<file path="config.mk">
export PLATFORM = sky130hd
export DESIGN_NAME = dmem_arbiter
export DESIGN_NICKNAME = d
export VERILOG_FILES = /design/src/rtl/dmem_arb_pkg.sv /design/src/rtl/dmem_arb_rr.sv /design/src/rtl/dmem_arbiter.sv
export SDC_FILE = /design/constraint.sdc
export NUM_CORES = 1
export LEC_CHECK = 0
export CAP_MARGIN = 20
export CORE_UTILIZATION = 45
export DETAILED_ROUTE_END_ITERATION = 12
export PLACE_DENSITY = 0.89
export SYNTH_ARGS = -nofsm -noshare
export SYNTH_HDL_FRONTEND = slang
export SYNTH_SLANG_ARGS = --single-unit
</file>
<file path="constraint.sdc">
create_clock -name clk -period 2.4 [get_ports clk]
set_input_delay 0.24 -clock clk [delete_from_list [all_inputs] [get_ports clk]]
set_output_delay 0.24 -clock clk [all_outputs]
set_load 0.02 [all_outputs]
</file>
<file path="src/rtl/dmem_arb_pkg.sv">
// rtl/dmem_arb_pkg.sv - shared types and helpers for the data-memory arbiter
package dmem_arb_pkg;

  typedef enum logic [1:0] {
    ST_IDLE   = 2'd0,
    ST_ACCESS = 2'd1,
    ST_WAIT   = 2'd2,
    ST_RESP   = 2'd3
  } arb_state_t;

  typedef logic owner_t;

  localparam owner_t OWNER_P0 = 1'b0;
  localparam owner_t OWNER_P1 = 1'b1;

  // The wait counter only ever holds READ_LAT-1 down to 0.
  function automatic int wait_cnt_w(input int lat);
    return (lat < 3) ? 1 : $clog2(lat);
  endfunction

endpackage

</file>
<file path="src/rtl/dmem_arb_rr.sv">
// rtl/dmem_arb_rr.sv - two-way round-robin picker holding the priority pointer
module dmem_arb_rr
  import dmem_arb_pkg::*;
(
  input  logic       clk,
  input  logic       reset,
  input  logic [1:0] i_valid,
  input  logic       i_advance,
  output logic [1:0] o_grant
);

  owner_t r_ptr;

  always_comb begin
    o_grant = i_valid;
    if (i_valid == 2'b11) begin
      o_grant = (r_ptr == OWNER_P1) ? 2'b10 : 2'b01;
    end
  end

  // After a grant the other port gets priority.
  always_ff @(posedge clk) begin
    if (reset) begin
      r_ptr <= OWNER_P0;
    end else if (i_advance && (o_grant != 2'b00)) begin
      r_ptr <= o_grant[0] ? OWNER_P1 : OWNER_P0;
    end
  end

endmodule

</file>
<file path="src/rtl/dmem_arbiter.sv">
// rtl/dmem_arbiter.sv - round-robin arbiter sharing one data memory between two requesters
// Optional feature: DMEM_ARB_LOCK_EN adds req0_lock for port-0 read-modify-write sequences.
module dmem_arbiter
  import dmem_arb_pkg::*;
#(
  parameter int ADDR_W   = 7,
  parameter int DATA_W   = 8,
  parameter int READ_LAT = 1
) (
  input  logic              clk,
  input  logic              reset,
`ifdef DMEM_ARB_LOCK_EN
  input  logic              req0_lock,
`endif
  input  logic              req0_valid,
  input  logic              req0_we,
  input  logic [ADDR_W-1:0] req0_addr,
  input  logic [DATA_W-1:0] req0_wdata,
  output logic              req0_ready,
  output logic              rsp0_valid,
  output logic [DATA_W-1:0] rsp0_rdata,
  input  logic              req1_valid,
  input  logic              req1_we,
  input  logic [ADDR_W-1:0] req1_addr,
  input  logic [DATA_W-1:0] req1_wdata,
  output logic              req1_ready,
  output logic              rsp1_valid,
  output logic [DATA_W-1:0] rsp1_rdata,
  output logic              mem_en,
  output logic              mem_we,
  output logic [ADDR_W-1:0] mem_addr,
  output logic [DATA_W-1:0] mem_wdata,
  input  logic [DATA_W-1:0] mem_rdata
);

  localparam int              CNT_W     = wait_cnt_w(READ_LAT);
  localparam logic [CNT_W-1:0] WAIT_INIT = CNT_W'(READ_LAT - 1);

  arb_state_t        r_state;
  owner_t            r_owner;
  logic              r_we;
  logic [CNT_W-1:0]  r_wait_cnt;
  logic              r_mem_en;
  logic              r_mem_we;
  logic [ADDR_W-1:0] r_mem_addr;
  logic [DATA_W-1:0] r_mem_wdata;
  logic              r_rsp0_valid;
  logic              r_rsp1_valid;
  logic [DATA_W-1:0] r_rsp0_rdata;
  logic [DATA_W-1:0] r_rsp1_rdata;

  logic              w_lock_held;
  logic [1:0]        w_valid;
  logic [1:0]        w_grant;
  logic              w_accept;
  owner_t            w_win;
  logic              w_we;
  logic [ADDR_W-1:0] w_addr;
  logic [DATA_W-1:0] w_wdata;

`ifdef DMEM_ARB_LOCK_EN
  logic r_lock;

  always_ff @(posedge clk) begin
    if (reset) begin
      r_lock <= 1'b0;
    end else if (w_accept && (w_win == OWNER_P0)) begin
      r_lock <= req0_lock;
    end
  end

  assign w_lock_held = r_lock;
`else
  assign w_lock_held = 1'b0;
`endif

  assign w_valid  = {req1_valid & ~w_lock_held, req0_valid};
  assign w_accept = ~reset && (r_state == ST_IDLE) && (w_grant != 2'b00);
  assign w_win    = w_grant[1] ? OWNER_P1 : OWNER_P0;
  assign w_we     = w_grant[1] ? req1_we    : req0_we;
  assign w_addr   = w_grant[1] ? req1_addr  : req0_addr;
  assign w_wdata  = w_grant[1] ? req1_wdata : req0_wdata;

  dmem_arb_rr u_rr (
    .clk       (clk),
    .reset     (reset),
    .i_valid   (w_valid),
    .i_advance (w_accept),
    .o_grant   (w_grant)
  );

  assign req0_ready = w_accept & w_grant[0];
  assign req1_ready = w_accept & w_grant[1];

  // Registered outputs are masked while reset is high so an aborted access never reaches memory.
  assign mem_en     = r_mem_en & ~reset;
  assign mem_we     = r_mem_we & ~reset;
  assign mem_addr   = reset ? '0 : r_mem_addr;
  assign mem_wdata  = reset ? '0 : r_mem_wdata;
  assign rsp0_valid = r_rsp0_valid & ~reset;
  assign rsp1_valid = r_rsp1_valid & ~reset;
  assign rsp0_rdata = reset ? '0 : r_rsp0_rdata;
  assign rsp1_rdata = reset ? '0 : r_rsp1_rdata;

  always_ff @(posedge clk) begin
    if (reset) begin
      r_state      <= ST_IDLE;
      r_owner      <= OWNER_P0;
      r_we         <= 1'b0;
      r_wait_cnt   <= '0;
      r_mem_en     <= 1'b0;
      r_mem_we     <= 1'b0;
      r_mem_addr   <= '0;
      r_mem_wdata  <= '0;
      r_rsp0_valid <= 1'b0;
      r_rsp1_valid <= 1'b0;
      r_rsp0_rdata <= '0;
      r_rsp1_rdata <= '0;
    end else begin
      r_mem_en     <= 1'b0;
      r_mem_we     <= 1'b0;
      r_mem_addr   <= '0;
      r_mem_wdata  <= '0;
      r_rsp0_valid <= 1'b0;
      r_rsp1_valid <= 1'b0;
      case (r_state)
        ST_IDLE: begin
          if (w_accept) begin
            r_owner     <= w_win;
            r_we        <= w_we;
            r_mem_en    <= 1'b1;
            r_mem_we    <= w_we;
            r_mem_addr  <= w_addr;
            r_mem_wdata <= w_wdata;
            r_state     <= ST_ACCESS;
          end
        end
        ST_ACCESS: begin
          if (r_we) begin
            if (r_owner == OWNER_P1) begin
              r_rsp1_valid <= 1'b1;
              r_rsp1_rdata <= '0;
            end else begin
              r_rsp0_valid <= 1'b1;
              r_rsp0_rdata <= '0;
            end
            r_state <= ST_RESP;
          end else begin
            r_wait_cnt <= WAIT_INIT;
            r_state    <= ST_WAIT;
          end
        end
        ST_WAIT: begin
          if (r_wait_cnt == '0) begin
            if (r_owner == OWNER_P1) begin
              r_rsp1_valid <= 1'b1;
              r_rsp1_rdata <= mem_rdata;
            end else begin
              r_rsp0_valid <= 1'b1;
              r_rsp0_rdata <= mem_rdata;
            end
            r_state <= ST_RESP;
          end else begin
            r_wait_cnt <= r_wait_cnt - CNT_W'(1);
          end
        end
        ST_RESP: begin
          r_state <= ST_IDLE;
        end
        default: begin
          r_state <= ST_IDLE;
        end
      endcase
    end
  end

endmodule

</file>
# Word-level counts from Yosys, hierarchy flattened
# Cells that the tools add are included.
dict set report word_totals {
  regBits 41
  out_inout_bits 37
}
dict set report op_classes {
  n_addsub 1
  n_eq_ne 12
  muxes 37
  bitwise_logic 9
  n_reduce_logical 13
}
# op count
set ops {}
lappend ops {{$mux W8} 12}
lappend ops {{$pmux W8 S2} 2}
lappend ops {{$mux W7} 2}
lappend ops {{$ne A2 B2 Y1 const B} 7}
lappend ops {{$mux W1} 13}
lappend ops {{$reduce_and A5 Y1} 2}
lappend ops {{$mux W2} 4}
lappend ops {{$pmux W2 S4} 1}
lappend ops {{$and A1 B1 Y1} 6}
lappend ops {{$eq A2 B2 Y1 const B} 3}
lappend ops {{$pmux W1 S2} 3}
lappend ops {{$reduce_and A2 Y1} 3}
lappend ops {{$reduce_bool A2 Y1} 2}
lappend ops {{$logic_and A1 B1 Y1} 3}
lappend ops {{$not A1 Y1} 3}
lappend ops {{$reduce_or A3 Y1} 1}
lappend ops {{$eq A2 B1 Y1 const B} 1}
lappend ops {{$logic_not A2 Y1} 1}
lappend ops {{$ne A2 B1 Y1 const B} 1}
lappend ops {{$reduce_or A2 Y1} 1}
lappend ops {{$sub A1 B1 Y1 const B} 1}

# Depth between registers and ports, before layout
dict set report depth {
  ltp_word 6
  depth_mapped 6
  ltp_nobuf 6
}

# Cells and area by module
# From an unflattened synthesis, not the netlist that was laid out.
dict set report hier_totals {
  cells_unflattened 197
  hier_area_um2 1844.3
}
# mod instances cells_per_inst area_each_um2
set by_module_without_submodules {}
lappend by_module_without_submodules {dmem_arbiter 1 190 1779.2}
lappend by_module_without_submodules {dmem_arb_rr 1 7 65.1}

# Worst setup path after synthesis
# OpenSTA, ideal clock, no wires.
dict set report synth_path {
  path_type {register -> register}
  from {reg r_state[1]}
  to {reg r_rsp1_rdata[0]}
  arrival_time_ns 1.477
  t_required_ns 2.328
  setup_slack_ns 0.851
  stages_incl_launch_ff 6
  synth_period_minus_slack_ns 1.549
  path_cell_list {dfxtp_1 -> inv_1 -> ha_1 -> inv_2 -> o32ai_4 -> mux2i_1}
}
dict set report synth_via {
  elab_chain_len 3
  word_cells_on_any_way 9
  classes_between {6 x eq/ne; 1 x mux; 2 x reduce/logical}
}
# item line
set synth_lines {}
lappend synth_lines {{start: declaration} dmem_arbiter.sv:39} ;# arb_state_t r_state;
lappend synth_lines {{start signal: assignment} dmem_arbiter.sv:107} ;# r_state <= ST_IDLE;
lappend synth_lines {{start signal: assignment} dmem_arbiter.sv:135} ;# r_state <= ST_ACCESS;
lappend synth_lines {{start signal: assignment} dmem_arbiter.sv:147} ;# r_state <= ST_RESP;
lappend synth_lines {{$eq A2 B1 Y1 or $eq A2 B2 Y1 (tied branches)} dmem_arbiter.sv:126} ;# case (r_state)
lappend synth_lines {{$ne A2 B2 Y1 (no source line) or $reduce_bool A2 Y1 (tied branches)} -}
lappend synth_lines {{$reduce_and A5 Y1 (no source line)} -}
lappend synth_lines {{end signal: assignment} dmem_arbiter.sv:157} ;# r_rsp1_rdata <= mem_rdata;
lappend synth_lines {{end: declaration} dmem_arbiter.sv:50} ;# logic [DATA_W-1:0] r_rsp1_rdata;
# Parallel ways exist; a longest one is shown, timed or not.
# A chain may end at the register's enable or synchronous reset.

# Final worst setup path
dict set report layout_path {
  from {reg r_state[1]}
  to {out req0_ready}
}
dict set report layout_via {
  elab_chain_len 4
}
# item line
set layout_lines {}
lappend layout_lines {{$logic_not A2 Y1} dmem_arbiter.sv:78} ;# assign w_accept = ~reset && (r_state == ST_IDLE) && (w_grant != 2'b00);
lappend layout_lines {{$logic_and A1 B1 Y1 (2 in series)} dmem_arbiter.sv:78}
lappend layout_lines {{$and A1 B1 Y1} dmem_arbiter.sv:92} ;# assign req0_ready = w_accept & w_grant[0];
lappend layout_lines {{end: declaration} dmem_arbiter.sv:19} ;# output logic req0_ready,
# No other way between the ends.

==> results.sh <==
export IMPL_status="completed"
export IMPL_vias_per_cell=5.15
export IMPL_grt_overflow=0
export IMPL_core_area_um2=3800
export IMPL_multi_input_area_um2=888
export IMPL_grt_antenna_before_repair=0
export IMPL_vias=1778
export IMPL_ctsHoldBuffers=0
export IMPL_p_per_area_nw_per_um2=777
export IMPL_netlist_top_cells_area="dfxtp_1 (43%), nor2b_1 (6.5%), nand2_1 (5.3%)"
export IMPL_dr_pass1_iters=4
export IMPL_r2r_end="r_rsp1_rdata[3]"
export IMPL_met1_usage_pct=26.9
export IMPL_io_pins=81
export IMPL_synth_ff_latch_count=40
export IMPL_r2r_start="r_state[1]"
export IMPL_crit_path_max_fanout=4
export IMPL_rsz0062_at_grt="no"
export IMPL_synth_top_cells_by_count="dfxtp_1 (40), nand2_1 (26), inv_1 (22), nor2b_1 (19), a21oi_1 (18)"
export IMPL_grt_max_degree=18
export IMPL_synth_top_area_cell="dfxtp_1"
export IMPL_seq_area_um2=801
export IMPL_grt_total_usage_pct=23.4
export IMPL_drive_gt1_share_pct=7.41
export IMPL_chipWidth_um=66.0
export IMPL_hold_violations=0
export IMPL_numCtsBuffers=5
export IMPL_dieArea_um2=4350
export IMPL_n_antenna_cell=0
export IMPL_post_route_util_pct=72.6
export IMPL_htree_levels=2
export IMPL_met2_usage_pct=42.3
export IMPL_final_cell_area_um2=2760
export IMPL_clk_path_buf_depth=2
export IMPL_endpoint_kind="output port"
export IMPL_cts_root_buf="clkbuf_8"
export IMPL_regToRegSetupSlack_ns=0.58
export IMPL_synth_main_ff_cell="dfxtp_1"
export IMPL_hp_start="r_rsp0_rdata[6]"
export IMPL_yosys_warnings=0
export IMPL_fin_crit_sh_pct=93.6
export IMPL_slew_limit_headroom_pct=61.6
export IMPL_area_growth_syn_to_layout_pct=49.8
export IMPL_setup_tns_final_ns=0
export IMPL_syn_avg_cell_area_um2=8.45
export IMPL_crit_slowest_cell="clkdlybuf4s50_1"
export IMPL_reg2regPathDepth=5
export IMPL_max_cap_violations=0
export IMPL_gr_usage_met3_pct=4.14
export IMPL_syn_nets=266
export IMPL_path_class="register to output port"
export IMPL_synth_most_common_cell="dfxtp_1"
export IMPL_worstMarginPinSlew_ns=0.576
export IMPL_gp_congestion=0.800
export IMPL_clock_sinks=40
export IMPL_drtIter0Drc=83
export IMPL_fin_worst_skew_ns=0.00644
export IMPL_rows=22
export IMPL_min_path_cells=2
export IMPL_peakVddDrop_mv=0.581
export IMPL_fmax_ghz=0.445
export IMPL_nFillCells=300
export IMPL_clk_pin_slew_ns=0.07
export IMPL_syn_area_um2=1840
export IMPL_grt_pass1_vias=1702
export IMPL_postRouteAntennaNets=0
export IMPL_fin_nets=345
export IMPL_slowest_delay_ns=0.63
export IMPL_synth_top_area_share_pct=43.5
export IMPL_setup_viol=0
export IMPL_top_usage_layer="met2"
export IMPL_synth_edf_count=0
export IMPL_ys_seq_area_share_pct=43.5
export IMPL_cp_required_ns=2.16
export IMPL_fin_crit_ns=2.25
export IMPL_grt_pass1_wl_um=7770
export IMPL_post_dp_cell_area_um2=2680
export IMPL_avgRoutedWirePerCell_um=13.8
export IMPL_syn_inst=218
export IMPL_power_leakage_nw=1.14
export IMPL_crit_chain="inv_1 -> ha_1 -> nor2b_2 -> and3_1 -> clkdlybuf4s50_1"
export IMPL_cts_tree="yes"
export IMPL_start_util_pct=48.5
export IMPL_worstPathArrival_ns=2.01
export IMPL_maxSlewViolCount=0
export IMPL_clkLatencyLatePin_ns=0.29
export IMPL_drc_errors=0
export IMPL_hold_end="r_rsp0_rdata[6]"
export IMPL_place_port_buffers=80
export IMPL_critPathLaunchType="register"
export IMPL_synth_async_reset_ratio_pct=0
export IMPL_dp_hpwl_um=3600
export IMPL_fp_dieH_um=66.0
export IMPL_whs_ns=0.463
export IMPL_ys_types=37
export IMPL_min_path_type="register to register"
export IMPL_wl_um=4750
==> cells in the final DEF (no fill, tap or decap), types with 2 or more instances in the layout <==
master           count
a21oi_1             18
buf_4                5
clkbuf_8             5
clkdlybuf4s50_1     80
dfxtp_1             40
ha_1                 4
inv_1               22
mux2i_1              9
nand2_1             26
nand2b_1             2
nand3_1             17
nor2_1               3
nor2b_1             19
nor4_1               2
o21ai_0             17
o2bb2ai_1            7
==> metal layers <==
metal	wire, um	up-vias
met5	0	-
met4	80	0
met3	194	7
met2	2470	48
met1	2000	840
li1	-	883
==> where the power goes <==
group | total, mW | switching [mW] | internal (mW)
logic | 0.913 | 0.491 | 0.422
clock network | 0.412 | 0.215 | 0.197
registers | 0.820 | 0.0458 | 0.774
==> worst max-delay path by stage <==
stage                from         endpoint  slack (ns)  cells after the start
2_1_floorplan  r_state[1]  r_rsp1_rdata[0]        0.85                      5
3_3_place_gp        reset    rsp1_rdata[3]        0.16                      5
3_5_place_dp        reset    rsp1_rdata[3]        0.09                      5
4_1_cts             reset    rsp1_rdata[3]        0.08                      5
5_1_grt        r_state[1]       req0_ready        0.03                      5
6_report       r_state[1]       req0_ready        0.15                      5
==> sequential cells by signal (all words and copies together) (netlist names), 2 cells and up <==
register and count:
r_mem_wdata 8, r_rsp0_rdata 8, r_rsp1_rdata 8, r_mem_addr 7, r_state 2
==> critical path, delay by kind of cell (launching register included) <==
kind | cells | cell delay [ns]
adders and majority gates | 1 | 0.20
buffers and inverters | 2 | 0.75
DFF | 1 | 0.35
and+or+nand+nor | 2 | 0.43
==> kinds of logic (layout without fill, tap and decap cells) <==
kind of cell    Yosys count  after routing  share of synthesized area, %
simple gates             77             77                          22.6
compound gates           51             51                          18.1
flops                    40             40                          43.5
buf+inv                  37            116                          8.29
mux                       9              9                          4.89
fa+ha+maj                 4              4                          2.72
==> area by class of cell <==
cell class	instances	area share [%]
clock buffers	6	2.63
clock inverters	1	0.181
inverters	24	3.40
multi-input cells	141	32.2
flip-flops and latches	40	29.0
well taps	48	2.18
repair buffers	85	30.4
==> through the flow <==
step	worst slack [ns]	total power [mW]	instances
6_report	0.153	2.14	345
5_1_grt	0.0255	2.28	345
4_1_cts	0.0780	2.15	345
3_5_place_dp	0.0856	1.74	338
3_3_place_gp	0.159	1.72	338
2_1_floorplan	0.851	1.45	218
==> what timing repair did <==
| item | in CTS | in global routing |
|---|---|---|
| hold endpoints to repair | 0 | 0 |
| setup buffers | 0 | 0 |
| gates resized for setup | 0 | 1 |
| endpoints found under the setup margin | 0 | 13 |
No activity file was read; power rests on OpenSTA's default activity.
